<file path="src/rtl/dom1_skinny_round_sched.sv">
// dom1_skinny_round_sched
//   Round scheduler for the first-order DOM-masked Skinny-128-384+ datapath.
//   It runs one encryption as NUM_ROUNDS rounds of five one-hot phases and
//   generates the 6-bit round-constant LFSR. No round starts until the mask
//   PRNG acknowledges fresh randomness.
//
// Ports
//   clk        rising-edge clock
//   rst        synchronous active-low reset
//   start      begin an encryption (sampled only in IDLE)
//   abort      synchronous abort back to IDLE, no done pulse
//   rnd_ack    PRNG has fresh randomness for the next round
//   rnd_req    randomness request for the round about to start
//   load       one-cycle pulse: datapath/schedules capture the input buffer
//   en[4:0]    one-hot phase enable, zero when no phase is issued
//   rnd_cnst   current round constant
//   round_idx  current round number
//   busy       high in LOAD, RUN and STALL
//   done       one-cycle pulse after the last phase of the last round
//
// state | meaning
// IDLE  | waiting for start; round_idx/rnd_cnst keep their last values
// LOAD  | input buffer capture, first randomness request
// RUN   | issuing phase ph of round round_idx
// STALL | waiting for rnd_ack before the next round, nothing issued
// DONE  | one-cycle completion pulse

module dom1_skinny_round_sched #(
  parameter int NUM_ROUNDS = 40
) (
  input  logic       clk,
  input  logic       rst,
  input  logic       start,
  input  logic       abort,
  input  logic       rnd_ack,
  output logic       rnd_req,
  output logic       load,
  output logic [4:0] en,
  output logic [5:0] rnd_cnst,
  output logic [5:0] round_idx,
  output logic       busy,
  output logic       done
);

  typedef enum logic [2:0] {
    IDLE  = 3'd0,
    LOAD  = 3'd1,
    RUN   = 3'd2,
    STALL = 3'd3,
    DONE  = 3'd4
  } state_t;

  localparam logic [5:0] LAST_ROUND = 6'(NUM_ROUNDS - 1);

  state_t     state;
  logic [2:0] ph;
  logic       last_phase;
  logic       last_round;

  assign last_phase = (ph == 3'd4);
  assign last_round = (round_idx == LAST_ROUND);

  // Pure decode of registered state: a request is pending in LOAD, in STALL,
  // and in the final phase of every round that is followed by another round.
  assign rnd_req = (state == LOAD) || (state == STALL) ||
                   ((state == RUN) && last_phase && !last_round);

  always_ff @(posedge clk) begin
    if (!rst) begin
      state     <= IDLE;
      ph        <= 3'd0;
      round_idx <= 6'd0;
      rnd_cnst  <= 6'h01;
      en        <= 5'd0;
      load      <= 1'b0;
      busy      <= 1'b0;
      done      <= 1'b0;
    end else if (abort) begin
      state <= IDLE;
      en    <= 5'd0;
      load  <= 1'b0;
      busy  <= 1'b0;
      done  <= 1'b0;
    end else begin
      load <= 1'b0;
      done <= 1'b0;
      case (state)
        IDLE: begin
          en <= 5'd0;
          if (start) begin
            state <= LOAD;
            load  <= 1'b1;
            busy  <= 1'b1;
          end
        end
        LOAD: begin
          rnd_cnst  <= 6'h01;
          round_idx <= 6'd0;
          ph        <= 3'd0;
          if (rnd_ack) begin
            state <= RUN;
            en    <= 5'b00001;
          end else begin
            state <= STALL;
            en    <= 5'd0;
          end
        end
        RUN: begin
          if (!last_phase) begin
            ph <= ph + 3'd1;
            en <= {en[3:0], 1'b0};
          end else if (last_round) begin
            state <= DONE;
            en    <= 5'd0;
            busy  <= 1'b0;
            done  <= 1'b1;
          end else begin
            round_idx <= round_idx + 6'd1;
            // Skinny 6-bit round-constant LFSR
            rnd_cnst  <= {rnd_cnst[4:0], rnd_cnst[5] ^ rnd_cnst[4] ^ 1'b1};
            ph        <= 3'd0;
            if (rnd_ack) begin
              state <= RUN;
              en    <= 5'b00001;
            end else begin
              state <= STALL;
              en    <= 5'd0;
            end
          end
        end
        STALL: begin
          if (rnd_ack) begin
            state <= RUN;
            en    <= 5'b00001;
          end
        end
        DONE: begin
          state <= IDLE;
        end
        default: begin
          state <= IDLE;
          en    <= 5'd0;
          busy  <= 1'b0;
        end
      endcase
    end
  end

endmodule

</file>
<file path="config.mk">
export PLATFORM = sky130hd
export DESIGN_NAME = dom1_skinny_round_sched
export DESIGN_NICKNAME = d
export VERILOG_FILES = /design/src/rtl/dom1_skinny_round_sched.sv
export SDC_FILE = /design/constraint.sdc
export NUM_CORES = 1
export LEC_CHECK = 0
export CAP_MARGIN = 25
export CORE_ASPECT_RATIO = 2
export CORE_MARGIN = 4
export CORE_UTILIZATION = 40
export DETAILED_ROUTE_END_ITERATION = 10
export PLACE_DENSITY = 0.68
export SETUP_SLACK_MARGIN = 0.3
export SYNTH_ARGS = -nofsm -noshare
export SYNTH_HDL_FRONTEND = slang
export SYNTH_SLANG_ARGS = --single-unit
</file>
<file path="constraint.sdc">
create_clock -name clk -period 1.6 [get_ports clk]
set_input_delay 0.16 -clock clk [delete_from_list [all_inputs] [get_ports clk]]
set_output_delay 0.16 -clock clk [all_outputs]
set_load 0.005 [all_outputs]
</file>
==> out/results.tsv, run 1 <==
stage	metric	value	unit
synth	synth_fa_ha_area_share	3.07	%
cells_and_area	layout_common_cells	buf_4 (30), nand2_1 (22), dfxtp_2 (21)	
worst_setup_path	crit_path_end_kind	flop	
cells_and_area	fin_nets	213	
synth	synth_top_family_by_area	simple AND/OR/NAND/NOR gates	
power_and_ir_drop	p_leak	1.04	nW
sta	finalSetupViolCount	0	
clock_tree	root_buffer	clkbuf_8	
sta	finalCritPeriodShare	99.7	%
placed_design	placed_cell_area	0.00173	mm2
die	fp.dieArea	0.00406	mm2
worst_setup_path	crit_start	round_idx[0]	
worst_setup_path	rr_endpoint	round_idx[0]	
min_path	worstHoldPathType	flop to flop	
power_and_ir_drop	ir_drop	0.584	mV
sta	fin_worst_skew	0.00328	ns
cells_and_area	drive_above_1_share	52.9	%
clock_tree	clock-sinks	26	
power_and_ir_drop	seq_power_share	53.6	%
synth	yosysTopAreaCell	dfxtp_1	
synth	synth-compound-area-share	17.0	%
synth	synth_mux_area_share	4.20	%
worst_setup_path	crit_path_end	round_idx[0]	
worst_setup_path	cpLargestDelayFamily	simple AND/OR/NAND/NOR gates	
route	wl_met3	134	um
global_routing	grt_pass1_wl	6120	um
worst_setup_path	cp.required	1.80	ns
power_and_ir_drop	powerDensity	571	mW/mm2
synth	synth_area	0.00122	mm2
clock_tree	cts_tree	built	
cells_and_area	area_delta_synth_final	75.2	%
sta	finalHoldViolations	0	
sta	tightest_slew	0.386	ns
synth	synth_cell_types	36	
die	die_y	86.2	um
clock_tree	clk_pin_slew	0.09	ns
sta	fmax	0.627	GHz
sta	rsz0062_at_grt	true	
route	wl	4000	um
worst_setup_path	crit_arrival	1.79	ns
synth	synth.net_count	152	
synth	synth-xor-area-share	1.43	%
worst_setup_path	worst-path-buf-inv	1	
worst_setup_path	critPathLaunchType	flop	
route	drt_iter0_drc	47	
placed_design	place.detailed.hpwl	2660	um
synth	synth_edf_count	0	
power_and_ir_drop	p_clk_share	35.4	%
power_and_ir_drop	p_switching	0.000289	W
cells_and_area	regArea	551	um2
worst_setup_path	r2r_slack	0.005	ns
cells_and_area	fin_area	0.00214	mm2
route	top_layer	met4	
synth	synth_ff_type	dfxtp_1	
route	drcViolationCount	0	
global_routing	grt_max_degree	15	
cells_and_area	multi_input_area	892	um2
power_and_ir_drop	combPwrFrac	10.9	%
worst_setup_path	crit_type	flop to flop	
worst_setup_path	cp_num_cells	6	
cells_and_area	diodes	0	
synth	netlist_instances	144	
synth	synth_seq_cells	26	
die	core.rowCount	28	
route	drtPass1Iterations	4	
synth	netlist_top_cells_area	dfxtp_1 (43%), nand2_1 (7.7%), nand2b_1 (5.1%)	
power_and_ir_drop	p_total	0.00122	W
route	num_vias	1318	
worst_setup_path	ff2ff_path_depth	6	
worst_setup_path	crit_path_top_delay_cell	or3_4	
sta	slew_violations	0	
global_routing	overflow	0	
clock_tree	ctsHtreeMaxLevel	1	
worst_setup_path	r2r_start	round_idx[0]	
route	vias_per_cell	5.63	
placed_design	port_buffers	25	
global_routing	grt_pass1_vias	1377	
synth	yosys_warnings	0	
synth	syn_area_per_cell	8.49	um2
clock_tree	cts_buffer_depth	2	
die	coreArea	0.00294	mm2
flow_run	drv_cap	0	
synth	async_flop_share	0	%
placed_design	place_inst	221	
route	ant_nets	0	
route	wl_per_cell	17.1	um
synth	ys_seq_area_share	42.6	%
cells_and_area	instances_no_fill	234	
worst_setup_path	cp_max_fo	7	
die	io_pins	26	
global_routing	grtUsageTotal	20.4	%
die	start_util	41.5	%
sta	relSlewSlack	74.0	%
synth	synth_top_area_share	42.6	%
cells_and_area	n_fill_cell	211	
clock_tree	numCtsBuffers	3	
synth	synthSimpleGateAreaFrac	27.0	%
placed_design	place_congestion	0.834	
sta	final.min_clock_period	1.59	ns
worst_setup_path	slowest_delay	0.46	ns
die	die-width	47.1	um
route	wl_met2	2330	um
cells_and_area	final_util	72.8	%
run_status	outcome	complete, no violations	
cells_and_area	final_common_cell	buf_4	
global_routing	antenna_found_initial	0	
worst_setup_path	crit_chain	ha_4, nand4b_1, buf_4, o21ai_4, or3_4, o22ai_2	
power_and_ir_drop	internal_power	0.000934	W
route	met1Wirelength	1410	um
power_and_ir_drop	sw_frac_of_total	23.6	%
clock_tree	clk_latency	0.27	ns
[cells by family (layout without fill, tap and decap cells)]
group | after synthesis | in the layout
xor+xnor | 2 | 2
flops | 26 | 26
simple gates | 65 | 65
buf+inv | 12 | 72
fa+ha+maj | 3 | 3
mux | 5 | 5
compound gates | 31 | 31
[metrics by stage]
step           hold WS (ns)  setup WS, ns  setup TNS, ns
3_5_place_dp          0.493       -0.0464         -0.155
6_report              0.496       0.00527              0
3_3_place_gp          0.479       -0.0135        -0.0135
5_1_grt               0.509       -0.0368        -0.0693
2_1_floorplan         0.267        0.0980              0
4_1_cts               0.496        0.0450              0
[timing repair]
item | CTS | global route
setup endpoints to repair | 40 | 39
hold buffers | 0 | 0
buffers inserted | 6 | 3
pin swaps | 20 | 10
gates resized for setup | 59 | 33
[worst register-to-register path, delay by kind of cell, from the launching register on]
family	cells	cell delay [ns]
buffers and inverters	1	0.17
AOI/OAI and AO/OA	2	0.26
and+or+nand+nor	2	0.59
DFF	1	0.35
adders and majority gates	1	0.16
[registers in the layout, summed over array words and instances, names as in the netlist]
signal	count
done	1
busy	1
ph	3
state	3
rnd_cnst	6
en	5
load	1
round_idx	6
[cell type report]
cell class | instances | share of cell area [%]
repair buffers | 63 | 27.5
multi-input cells | 106 | 41.6
clock buffers | 4 | 2.57
well taps | 30 | 1.75
flip-flops and latches | 26 | 25.7
inverters | 5 | 0.876
[how the worst min path moves through the flow]
stage,start,endpoint,depth (start not counted)
2_1_floorplan,rnd_ack,state[0],1
3_5_place_dp,rnd_cnst[0],rnd_cnst[1],2
3_3_place_gp,rnd_cnst[0],rnd_cnst[1],2
6_report,busy,busy,2
4_1_cts,busy,busy,2
5_1_grt,busy,busy,2
[cell usage after synthesis (all sizes together), types with 2 or more instances]
cell	instances
dfxtp	26
nand2	25
nand2b	10
nor2	9
o22ai	9
a21oi	7
inv	5
a22oi	4
clkbuf	4
mux2i	4
nand3	4
buf	3
ha	3
nor3	3
nor4	3
or3	3
a211oi	2
and2	2
nand4b	2
o21ai	2
o41ai	2
xor2	2
[power by group through the flow]
stage	sequential [W]	combinational (W)	clock [W]
detailed placement	0.000671	0.000109	0
finish	0.000656	0.000134	0.000433
global placement	0.000671	0.000106	0
global route	0.000656	0.000143	0.000464
CTS	0.000656	0.000122	0.000436
floorplan	0.000669	0.0000586	0
[metal layers]
metal	vias to the layer above	global-route usage, %
met4	0	8.06
met1	643	21.1
met2	34	37.7
li1	629	-
met5	-	0
met3	12	3.33
(Power assumes the default switching activity.)
==> inputs of run 2 (changes only) <==
--- a/config.mk
+++ b/config.mk
@@ -8,9 +8,9 @@
 export CAP_MARGIN = 25
 export CORE_ASPECT_RATIO = 2
 export CORE_MARGIN = 4
-export CORE_UTILIZATION = 40
+export CORE_UTILIZATION = 44
 export DETAILED_ROUTE_END_ITERATION = 10
-export PLACE_DENSITY = 0.68
+export PLACE_DENSITY = 0.73
 export SETUP_SLACK_MARGIN = 0.3
 export SYNTH_ARGS = -nofsm -noshare
 export SYNTH_HDL_FRONTEND = slang
==> run 2 against run 1 <==
The run now ends with setup timing left; total power rose by 11%; non-clock buffer count decreased by 2; flip-flop and latch count unchanged; clock-buffer cell count decreased by 1; first-iteration DRC count fell by 51%; critical path type is now flop to output port; largest cell class unchanged.
==> out/results.tsv, run 2 (same netlist as run 1, synthesis figures left out) <==
stage	metric	value	unit
route	ant_nets	0	
flow_run	drv_cap	0	
sta	fmax	0.615	GHz
worst_setup_path	crit_arrival	1.47	ns
sta	whs	0.499	ns
worst_setup_path	r2r_start	round_idx[1]	
sta	tightest_slew	0.325	ns
die	start_util	47.0	%
route	wl_per_cell	17.5	um
power_and_ir_drop	ir_drop	0.800	mV
sta	relSlewSlack	78.1	%
worst_setup_path	cp.required	1.44	ns
route	drtPass1Iterations	4	
sta	finalSetupViolCount	2	
power_and_ir_drop	p_leak	0.927	nW
worst_setup_path	rr_endpoint	rnd_cnst[0]	
sta	slew_violations	0	
route	drt_iter0_drc	23	
sta	finalCritPeriodShare	102	%
sta	fin_worst_skew	0.00114	ns
route	num_vias	1295	
die	io_pins	26	
worst_setup_path	crit_start	round_idx[1]	
worst_setup_path	crit_path_end_kind	output port	
route	vias_per_cell	5.63	
run_status	violations	setup timing	
die	coreArea	0.00260	mm2
clock_tree	clock-sinks	26	
global_routing	antenna_found_initial	0	
cells_and_area	fin_area	0.00209	mm2
placed_design	pre_cts_ws	-0.0294	ns
cells_and_area	fin_nets	211	
die	fp.dieArea	0.00374	mm2
route	wl	4010	um
global_routing	grtUsageTotal	22.8	%
placed_design	place_congestion	0.881	
sta	fin_ws	-0.0269	ns
cells_and_area	top_regs	rnd_cnst: 6 flops, round_idx: 6 flops, en: 5 flops	
die	die-width	45.3	um
min_path	hp-start	rnd_cnst[5]	
global_routing	grt_pass1_vias	1420	
global_routing	grt_max_degree	16	
sta	rsz0062_at_grt	true	
worst_setup_path	r2r_slack	-0.02	ns
worst_setup_path	crit_path_end	rnd_req	
cells_and_area	final_util	80.4	%
cells_and_area	layout_common_cells	buf_4 (29), nand2_1 (23), dfxtp_2 (16)	
clock_tree	root_buffer	clkbuf_8	
clock_tree	clk_latency	0.28	ns
clock_tree	ctsHtreeMaxLevel	1	
cells_and_area	diodes	0	
clock_tree	cts_buffer_depth	2	
run_status	outcome	complete, but fails checks	
cells_and_area	area_delta_synth_final	71.2	%
sta	final.min_clock_period	1.63	ns
sta	finalHoldViolations	0	
placed_design	placed_cell_area	0.00175	mm2
placed_design	port_buffers	25	
route	drcViolationCount	0	
placed_design	place.detailed.hpwl	2570	um
die	core.rowCount	26	
cells_and_area	final_common_cell	buf_4	
worst_setup_path	critPathLaunchType	flop	
worst_setup_path	crit_type	flop to output port	
worst_setup_path	cp_max_fo	2	
global_routing	overflow	0	
power_and_ir_drop	p_total	0.00135	W
power_and_ir_drop	powerDensity	646	mW/mm2
min_path	worstHoldPathType	flop to flop	
clock_tree	clk_pin_slew	0.09	ns
clock_tree	cts_hold_buf	0	
die	die_y	82.5	um
cells_and_area	drive_above_1_share	48.5	%
clock_tree	numCtsBuffers	3	
global_routing	grt_pass1_wl	6320	um
worst_setup_path	ff2ff_path_depth	7	
clock_tree	cts_tree	built	
run 2: cell count changes in the layout (fill, tap and decap cells not counted), moves of 2 or more:
cell / previous run / this run
dfxtp_1: 4 / 9
dfxtp_2: 21 / 16
o22ai_1: 3 / 5
dlygate4sd2_1: 5 / 11
dlymetal6s2s_1: 12 / 5
o22ai_2: 6 / 4
clkdlybuf4s50_1: 5 / 8
run 2: metal layers:
metal / vias up / track usage [%] / wire length, um
li1: 623 / - / -
met1: 622 / 22.9 / 1430
met2: 37 / 43.8 / 2310
met3: 13 / 2.82 / 147
met4: 0 / 10.6 / 123
met5: - / 0 / 0
run 2: final cells by class:
type	count	area [um2]
inverters	5	18.8
repair buffers	61	541
clock buffers	3	41.3
well taps	28	35.0
multi-input cells	106	883
fillers	167	509
clock inverters	1	30.0
flip-flops and latches	26	544
run 2: power by group:
part	total, W	switching, W	internal, W
combinational	0.000136	0.0000722	0.0000637
clock	0.000562	0.000226	0.000336
sequential	0.000656	0.00000510	0.000651
total	0.00135	0.000303	0.00105
run 2: stage by stage:
step	TNS (ns)	cells
3_5_place_dp	-0.0306	222
5_1_grt	-0.245	230
2_1_floorplan	0	144
4_1_cts	0	227
3_3_place_gp	-0.0147	222
6_report	-0.0437	230
run 2: worst min path at each step:
stage             endpoint  slack (ns)  cells past startpoint
2_1_floorplan     state[0]        0.27                      1
3_3_place_gp   rnd_cnst[1]        0.47                      2
3_5_place_dp   rnd_cnst[1]        0.47                      2
4_1_cts        rnd_cnst[5]        0.50                      2
5_1_grt        rnd_cnst[5]        0.52                      2
6_report       rnd_cnst[5]        0.50                      2
run 2: critical path, stage by stage (launching register included):
cell and delay, ns:
dfxtp_2 0.36, ha_4 0.13, nand4b_1 0.16, nand2b_4 0.21, a31oi_4 0.16, nor2_2 0.04
buf_2 0.12
run 2: repair_timing:
action,in CTS,in global routing
pin swaps,16,2
buffers inserted,1,3
hold endpoints to repair,0,0
cloned,0,0
setup endpoints to repair,39,34
gates resized for setup,57,23
